===== config.mk =====
export PLATFORM = sky130hd
export DESIGN_NAME = serial_adder_ctrl
export DESIGN_NICKNAME = d
export VERILOG_FILES = /design/src/rtl/serial_adder_ctrl.sv
export SDC_FILE = /design/constraint.sdc
export NUM_CORES = 1
export LEC_CHECK = 0
export ABC_AREA = 1
export ABC_CLOCK_PERIOD_IN_PS = 3000
export CORE_AREA = 8 8 88 67
export DETAILED_ROUTE_END_ITERATION = 16
export DIE_AREA = 0 0 96 75
export PLACE_DENSITY = 0.69
export SETUP_SLACK_MARGIN = 0.1
export SLEW_MARGIN = 20
export SYNTH_ARGS = -nofsm -noshare
export SYNTH_HDL_FRONTEND = slang
export SYNTH_SLANG_ARGS = --single-unit

===== constraint.sdc =====
create_clock -name clk -period 3 [get_ports clk]
set_clock_uncertainty 0.15 [all_clocks]
set_input_delay 0.3 -clock clk [delete_from_list [all_inputs] [get_ports clk]]
set_output_delay 0.3 -clock clk [all_outputs]
set_load 0.02 [all_outputs]

===== src/rtl/serial_adder_ctrl.sv =====
// Bit-serial adder controller: one full-adder cell (two Half_Adder
// instances plus an OR) time-shared over WIDTH cycles per addition.
//
// Ports:
//   clk    - rising-edge clock
//   rst_n  - asynchronous active-low reset
//   start  - request an addition (accepted in IDLE or DONE)
//   a, b   - operands, captured on the accepting edge
//   sum    - registered result of the last completed addition
//   cout   - registered carry-out of the last completed addition
//   busy   - high while bits are being processed
//   done   - one-cycle pulse after sum/cout update
module serial_adder_ctrl #(
    parameter int WIDTH = 8,
    parameter int CNT_W = $clog2(WIDTH + 1)
) (
    input  logic             clk,
    input  logic             rst_n,
    input  logic             start,
    input  logic [WIDTH-1:0] a,
    input  logic [WIDTH-1:0] b,
    output logic [WIDTH-1:0] sum,
    output logic             cout,
    output logic             busy,
    output logic             done
);

    typedef enum logic [1:0] {
        IDLE = 2'd0,
        RUN  = 2'd1,
        DONE = 2'd2
    } state_t;

    state_t state;
    state_t state_nxt;

    logic [WIDTH-1:0] a_sh;
    logic [WIDTH-1:0] b_sh;
    // Holds the WIDTH-1 most recent sum bits; the final bit
    // joins them directly on the completion edge.
    logic [WIDTH-2:0] r_sh;
    logic [WIDTH-1:0] r_nxt;
    logic             carry;
    logic [CNT_W-1:0] cnt;

    logic ha1_s;
    logic ha1_c;
    logic ha2_s;
    logic ha2_c;
    logic s_bit;
    logic c_bit;

    logic last_bit;
    logic accept;
    logic step;
    logic finish;

    Half_Adder u_ha1 (
        .a (a_sh[0]),
        .b (b_sh[0]),
        .s (ha1_s),
        .c (ha1_c)
    );

    Half_Adder u_ha2 (
        .a (ha1_s),
        .b (carry),
        .s (ha2_s),
        .c (ha2_c)
    );

    assign s_bit = ha2_s;
    assign c_bit = ha1_c | ha2_c;

    assign r_nxt    = {s_bit, r_sh};
    assign last_bit = (cnt == CNT_W'(WIDTH - 1));

    // State register
    always_ff @(posedge clk or negedge rst_n) begin
        if (!rst_n) begin
            state <= IDLE;
        end else begin
            state <= state_nxt;
        end
    end

    // Next-state logic
    always_comb begin
        state_nxt = state;
        unique case (state)
            IDLE:    state_nxt = start ? RUN : IDLE;
            RUN:     state_nxt = last_bit ? DONE : RUN;
            DONE:    state_nxt = start ? RUN : IDLE;
            default: state_nxt = IDLE;
        endcase
    end

    // Control strobes
    always_comb begin
        accept = 1'b0;
        step   = 1'b0;
        finish = 1'b0;
        unique case (state)
            IDLE:    accept = start;
            DONE:    accept = start;
            RUN: begin
                step   = 1'b1;
                finish = last_bit;
            end
            default: accept = 1'b0;
        endcase
    end

    // Datapath and registered outputs
    always_ff @(posedge clk or negedge rst_n) begin
        if (!rst_n) begin
            a_sh  <= '0;
            b_sh  <= '0;
            r_sh  <= '0;
            carry <= 1'b0;
            cnt   <= '0;
            sum   <= '0;
            cout  <= 1'b0;
            busy  <= 1'b0;
            done  <= 1'b0;
        end else begin
            done <= 1'b0;
            if (accept) begin
                a_sh  <= a;
                b_sh  <= b;
                r_sh  <= '0;
                carry <= 1'b0;
                cnt   <= '0;
                busy  <= 1'b1;
            end else if (step) begin
                a_sh  <= a_sh >> 1;
                b_sh  <= b_sh >> 1;
                r_sh  <= r_nxt[WIDTH-1:1];
                carry <= c_bit;
                cnt   <= cnt + CNT_W'(1);
                if (finish) begin
                    sum  <= r_nxt;
                    cout <= c_bit;
                    busy <= 1'b0;
                    done <= 1'b1;
                end
            end
        end
    end

endmodule

// Half adder cell used by the serial datapath.
module Half_Adder (
    input  logic a,
    input  logic b,
    output logic s,
    output logic c
);

    assign s = a ^ b;
    assign c = a & b;

endmodule


**After elaboration in Yosys (flattened, before gate mapping)**

Index checks and enable logic that the tools add are counted.
W data, S select, Z words.

- Bits in registers: 41
- Latch bits: 0
- Bits in writable memories: 0
- Memory bits (read-only): 0
- Bits of input ports: 19
- Output and inout port bits: 11
- Word-level logic and storage cells: 48
- Memories: 0

- Add/subtract/negate cells: 1
- Multiply operators: 0
- Divide/modulo/power cells: 0
- $lt $le $gt $ge: 0
- Equality and inequality tests: 3
- Shifts and indexed selects: 0
- Multiplexer cells: 22
- Bitwise logic cells: 6
- Reduce and logical (&&, ||, !) cells: 6

Operators by type and width:

| kind | number |
|---|---|
| $mux W8 | 4 |
| $mux W7 | 2 |
| $mux W1 | 12 |
| $mux W4 | 2 |
| $add A4 B1 Y4 const B | 1 |
| $eq A4 B3 Y1 const B | 1 |
| $pmux W2 S2 | 1 |
| $reduce_bool A2 Y1 | 2 |
| $reduce_and A3 Y1 | 1 |
| $and A1 B1 Y1 | 2 |
| $eq A2 B1 Y1 const B | 1 |
| $eq A2 B2 Y1 const B | 1 |
| $logic_not A2 Y1 | 1 |
| $mux W2 | 1 |
| $reduce_and A2 Y1 | 1 |
| $reduce_or A2 Y1 | 1 |
| $xor A1 B1 Y1 | 2 |
| $not A1 Y1 | 1 |
| $or A1 B1 Y1 | 1 |

**Depth between registers and ports, before layout**

- Depth in word-level cells: 5
- Gate-level depth with buffers: 7
- Depth with buffers taken out: 6

**Modules after synthesis**

From an unflattened synthesis, not the netlist that was laid out.

- Cell total of the unflattened synthesis: 202
- Area total of the unflattened synthesis: 1732.9 um^2

By module, submodules not included:

| module | instances | cells an instance | area an instance (um^2) | sequential area each (um^2) |
|---|---|---|---|---|
| serial_adder_ctrl | 1 | 200 | 1707.9 | 1026.0 |
| Half_Adder | 2 | 1 | 12.5 | 0.0 |

**Least setup slack after synthesis**

OpenSTA, ideal clock, no wires.

- Path kind: reg2reg
- From: register cnt[0]
- To: register sum[6]
- Setup time: 0.118 ns
- Arrival time: 1.057 ns
- Data required time: 2.732 ns
- Setup slack: 1.674 ns
- Cell stages (with the launch flop): 8
- Buffers on the path: 1
- Period minus slack after synthesis: 1.326 ns
- Cell sequence: dfrtp_1 > ha_1 > nand2_1 > nor2_1 > nand2_1 > buf_2 > nand2_1 > o21ai_2

- Longest elaborated chain between the ends: 3

Ends and longest elaborated chain:

| element | line | RTL |
|---|---|---|
| from (decl) | 44 | `logic [CNT_W-1:0] cnt;` |
| from (signal assigned) | 140 | `cnt <= cnt + CNT_W'(1);` |
| $eq A4 B3 Y1 | 76 | `assign last_bit = (cnt == CNT_W'(WIDTH - 1));` |
| $mux W1 | 103 | `unique case (state)` |
| $reduce_and A3 Y1 (no line) | - |  |
| to (signal assigned) | 142 | `sum <= r_nxt;` |
| to (decl) | 22 | `output logic [WIDTH-1:0] sum,` |

No other way between the ends.
A chain may end at the register's enable or synchronous reset.

**Worst setup path after layout**

- From: register cnt[0]
- To: register cout

- Longest elaborated chain between the ends: 3

Ends and longest elaborated chain:

| element | line | RTL |
|---|---|---|
| $eq A4 B3 Y1 | 76 |  |
| $mux W1 | 103 |  |
| $reduce_and A3 Y1 (no line) | - |  |
| to (signal assigned) | 143 | `cout <= c_bit;` |
| to (decl) | 23 | `output logic cout,` |

No other way between the ends.

==> summary.txt <==
Power
  – Worst vdd rail ir drop: 380.1 uV
  – P_leak: 1.016 nW
  – Pwr dens: 1056 nW/um2

GRT
  – Initial antenna violation count: 0
  – Pin count of the biggest net entering global routing: 42
  – Vias in the first global route: 1,382
  – Aggregate global routing overflow: 0
  – Gr usage total: 10.82%
  – First-pass GRT wire length: 6.016 mm

Floorplan
  – # IOs: 30
  – Cell Rows: 21
  – Die Wd: 96 um
  – Core Box Area: 4546 um2
  – Initial Util: 38.18%
  – Die ar.: 7200 um2
  – Die H: 75 um

Finish
  – Multi-input logic area: 579.3 um2
  – Area grow syn2layout: 21.92%
  – Seq. cell area: 1026 um2
  – Share of layout cells above drive strength 1: 10.95%
  – Number of nets in the layout: 231
  – Filler instances: 457
  – Highest-count cells in the layout ignoring fill and taps: nand2_1 (59), dfrtp_1 (41), clkdlybuf4s50_1 (28)
  – Final core utilization: 46.55%
  – Antenna cells: 0
  – Most common cell after layout, fill and taps aside: nand2_1
  – Finished Cell Area: 2116 um2

Worst setup path
  – Crit-path max cell delay: 0.47 ns
  – Critical-path top delay cell: nand2_1
  – Type of the worst setup path: register to register
  – CP bufs+invs: 0
  – FF-to-FF setup slack: 1.17 ns
  – FF-to-FF End: cout$_DFFE_PN0P_
  – Crit start category: register
  – Arrival @ worst endpoint: 1.84 ns
  – Register-to-Register Path Depth: 6
  – Worst path required time: 3.01 ns
  – Setup crit end kind: register
  – CP Max Fanout: 21
  – Worst Setup SP: cnt[0]$_DFFE_PN0P_
  – Worst R2R Start: cnt[0]$_DFFE_PN0P_
  – Cell family with most CP delay: simple AND/OR/NAND/NOR gates
  – Crit-path cells: ha_1, nand2_1, nor2_1, nand2_1, nand2_1, o21ai_2
  – CP dominant cell by count: nand2_1

Yosys
  – Syn Inst Count: 182
  – Syn Nets: 203
  – #FFs+latches synth: 41
  – Mapped Area: 1735 um2
  – Distinct cells, synth: 20
  – Register area share after synthesis: 59.12%
  – Syn. warnings: 0
  – Syn avg cell area: 9.535 um2

Place
  – Placer congestion estimate: 0.7278
  – HPWL after DPL: 2.410 mm
  – DP Area: 2029 um2
  – Buffers on Ports: 29

Clock network
  – CTS tree: yes
  – Cts repair resizes: 0
  – Clk Latency, worst-skew pair: 0.29 ns
  – TritonCTS buffer count: 5
  – Root buffer cell: clkbuf_8
  – H-tree Lvls: 2
  – Clock Sinks: 41
  – # Post-CTS Setup Buffers: 0
  – Clk slew on worst S/H paths: 0.07 ns
  – Cts hold-fix bufs: 0
  – Max clock buf depth: 2

STA
  – Max Clk Rate: 546.2 MHz
  – Slew @ Worst Pin: 0.8686 ns
  – Tmin final: 1.831 ns
  – Setup TNS: 0 ns
  – Max Slew Vio Count: 0
  – Hold WS: -0.02799 ns
  – Final period util: 61.03%
  – Final Hold Viols: 41
  – Final setup vio count: 0
  – RSZ-0062 raised after global routing: false
  – Worst slew margin: 42.09%

Drt
  – Drt drc: 0
  – Initial DRC count: 66
  – Routed vias: 1,248
  – WL per Instance: 12.61 um
  – DR vias/cell: 4.674
  – Routed Antenna Nets: 0
  – Pre-antenna DRT Iters: 4
  – Final Routed Wirelength: 3.368 mm

Flow run
  – Max cap viols: 0

Status
  – Run status: finished, violations left
  – Failing checks: negative hold slack

Min path
  – HP Class: primary input to asynchronous set/reset pin
## how the worst max path moves through the flow
| stage | cells after the start | to | slack (ns) |
|---|---|---|---|
| floorplan | 7 | sum[6]$_DFFE_PN0P_ | 1.67 |
| global placement | 5 | a_sh[1]$_DFFE_PN0P_ | 1.16 |
| detailed placement | 4 | sum[7]$_DFFE_PN0P_ | 1.15 |
| CTS | 6 | sum[7]$_DFFE_PN0P_ | 1.14 |
| global route | 6 | sum[7]$_DFFE_PN0P_ | 0.92 |
| finish | 6 | cout$_DFFE_PN0P_ | 1.17 |
## state kept, by name, indices dropped and copies added, names as in the netlist
register and count:
cout 1, carry 1, done 1, r_sh 7, state 2, a_sh 8
cnt 4, sum 8, b_sh 8, busy 1
## report_power, final
part,switching [mW],internal (mW)
clock,0.179,0.182
combinational,0.571,0.367
sequential,0.131,0.805
total,0.881,1.35
## cells by family after synthesis
logic type                 count (synthesis)  synth area share, %
buffers and inverters                     26                7.498
adders and majority gates                  2                1.874
AOI/OAI and AO/OA                         34                12.69
and+or+nand+nor                           79                18.82
DFF                                       41                59.12
## metrics by stage
stage | worst slack (ns) | std cells | hold WS (ns) | power, mW
finish | 1.169 | 267 | -0.02799 | 2.235
global route | 0.9170 | 267 | 0.05105 | 2.426
CTS | 1.143 | 267 | 0.004316 | 2.266
detailed placement | 1.150 | 260 | 0.3154 | 1.901
global placement | 1.161 | 260 | 0.3054 | 1.858
floorplan | 1.674 | 182 | -0.1456 | 1.632
## layout make-up
cell class	count	area share (%)
Clock buffer	7	4.080
Sequential cell	41	48.49
Inverter	18	3.193
Tap cell	57	3.371
Timing Repair Buffer	29	13.48
Multi-Input combinational cell	115	27.38
## cell usage after synthesis
cell type / instances / area (um2)
o21ai_1: 1 / 5.000
nand2_2: 2 / 12.51
inv_2: 2 / 7.510
o22ai_1: 7 / 43.79
nor2_4: 1 / 11.26
inv_1: 16 / 60.06
dfrtp_1: 41 / 1026
buf_4: 4 / 30.03
nand2_1: 59 / 221.5
nand3_1: 8 / 40.04
a21oi_1: 5 / 25.02
o211ai_2: 1 / 12.51
fa_1: 1 / 20.02
ha_1: 1 / 12.51
buf_2: 2 / 10.01
o21ai_0: 11 / 55.05
buf_6: 2 / 22.52
nand2_4: 1 / 11.26
o21ai_2: 9 / 78.83
nor2_1: 8 / 30.03
## layer usage
metal	track usage [%]	wire, um	vias to the layer above
met3	4.084	208	3
met5	0	0	-
met4	4.754	15	0
met2	16.88	1526	26
met1	13.07	1618	585
li1	-	-	634
## worst reg2reg max path: cells and delay by family (launching register included)
kind	cells	cell delay [ns]
AO/OA/AOI/OAI	1	0.07
adder cells (fa/ha/maj)	1	0.18
flip-flops	1	0.39
AND/OR/NAND/NOR	4	0.91
Note: power is estimated with default switching activity, not from simulation.
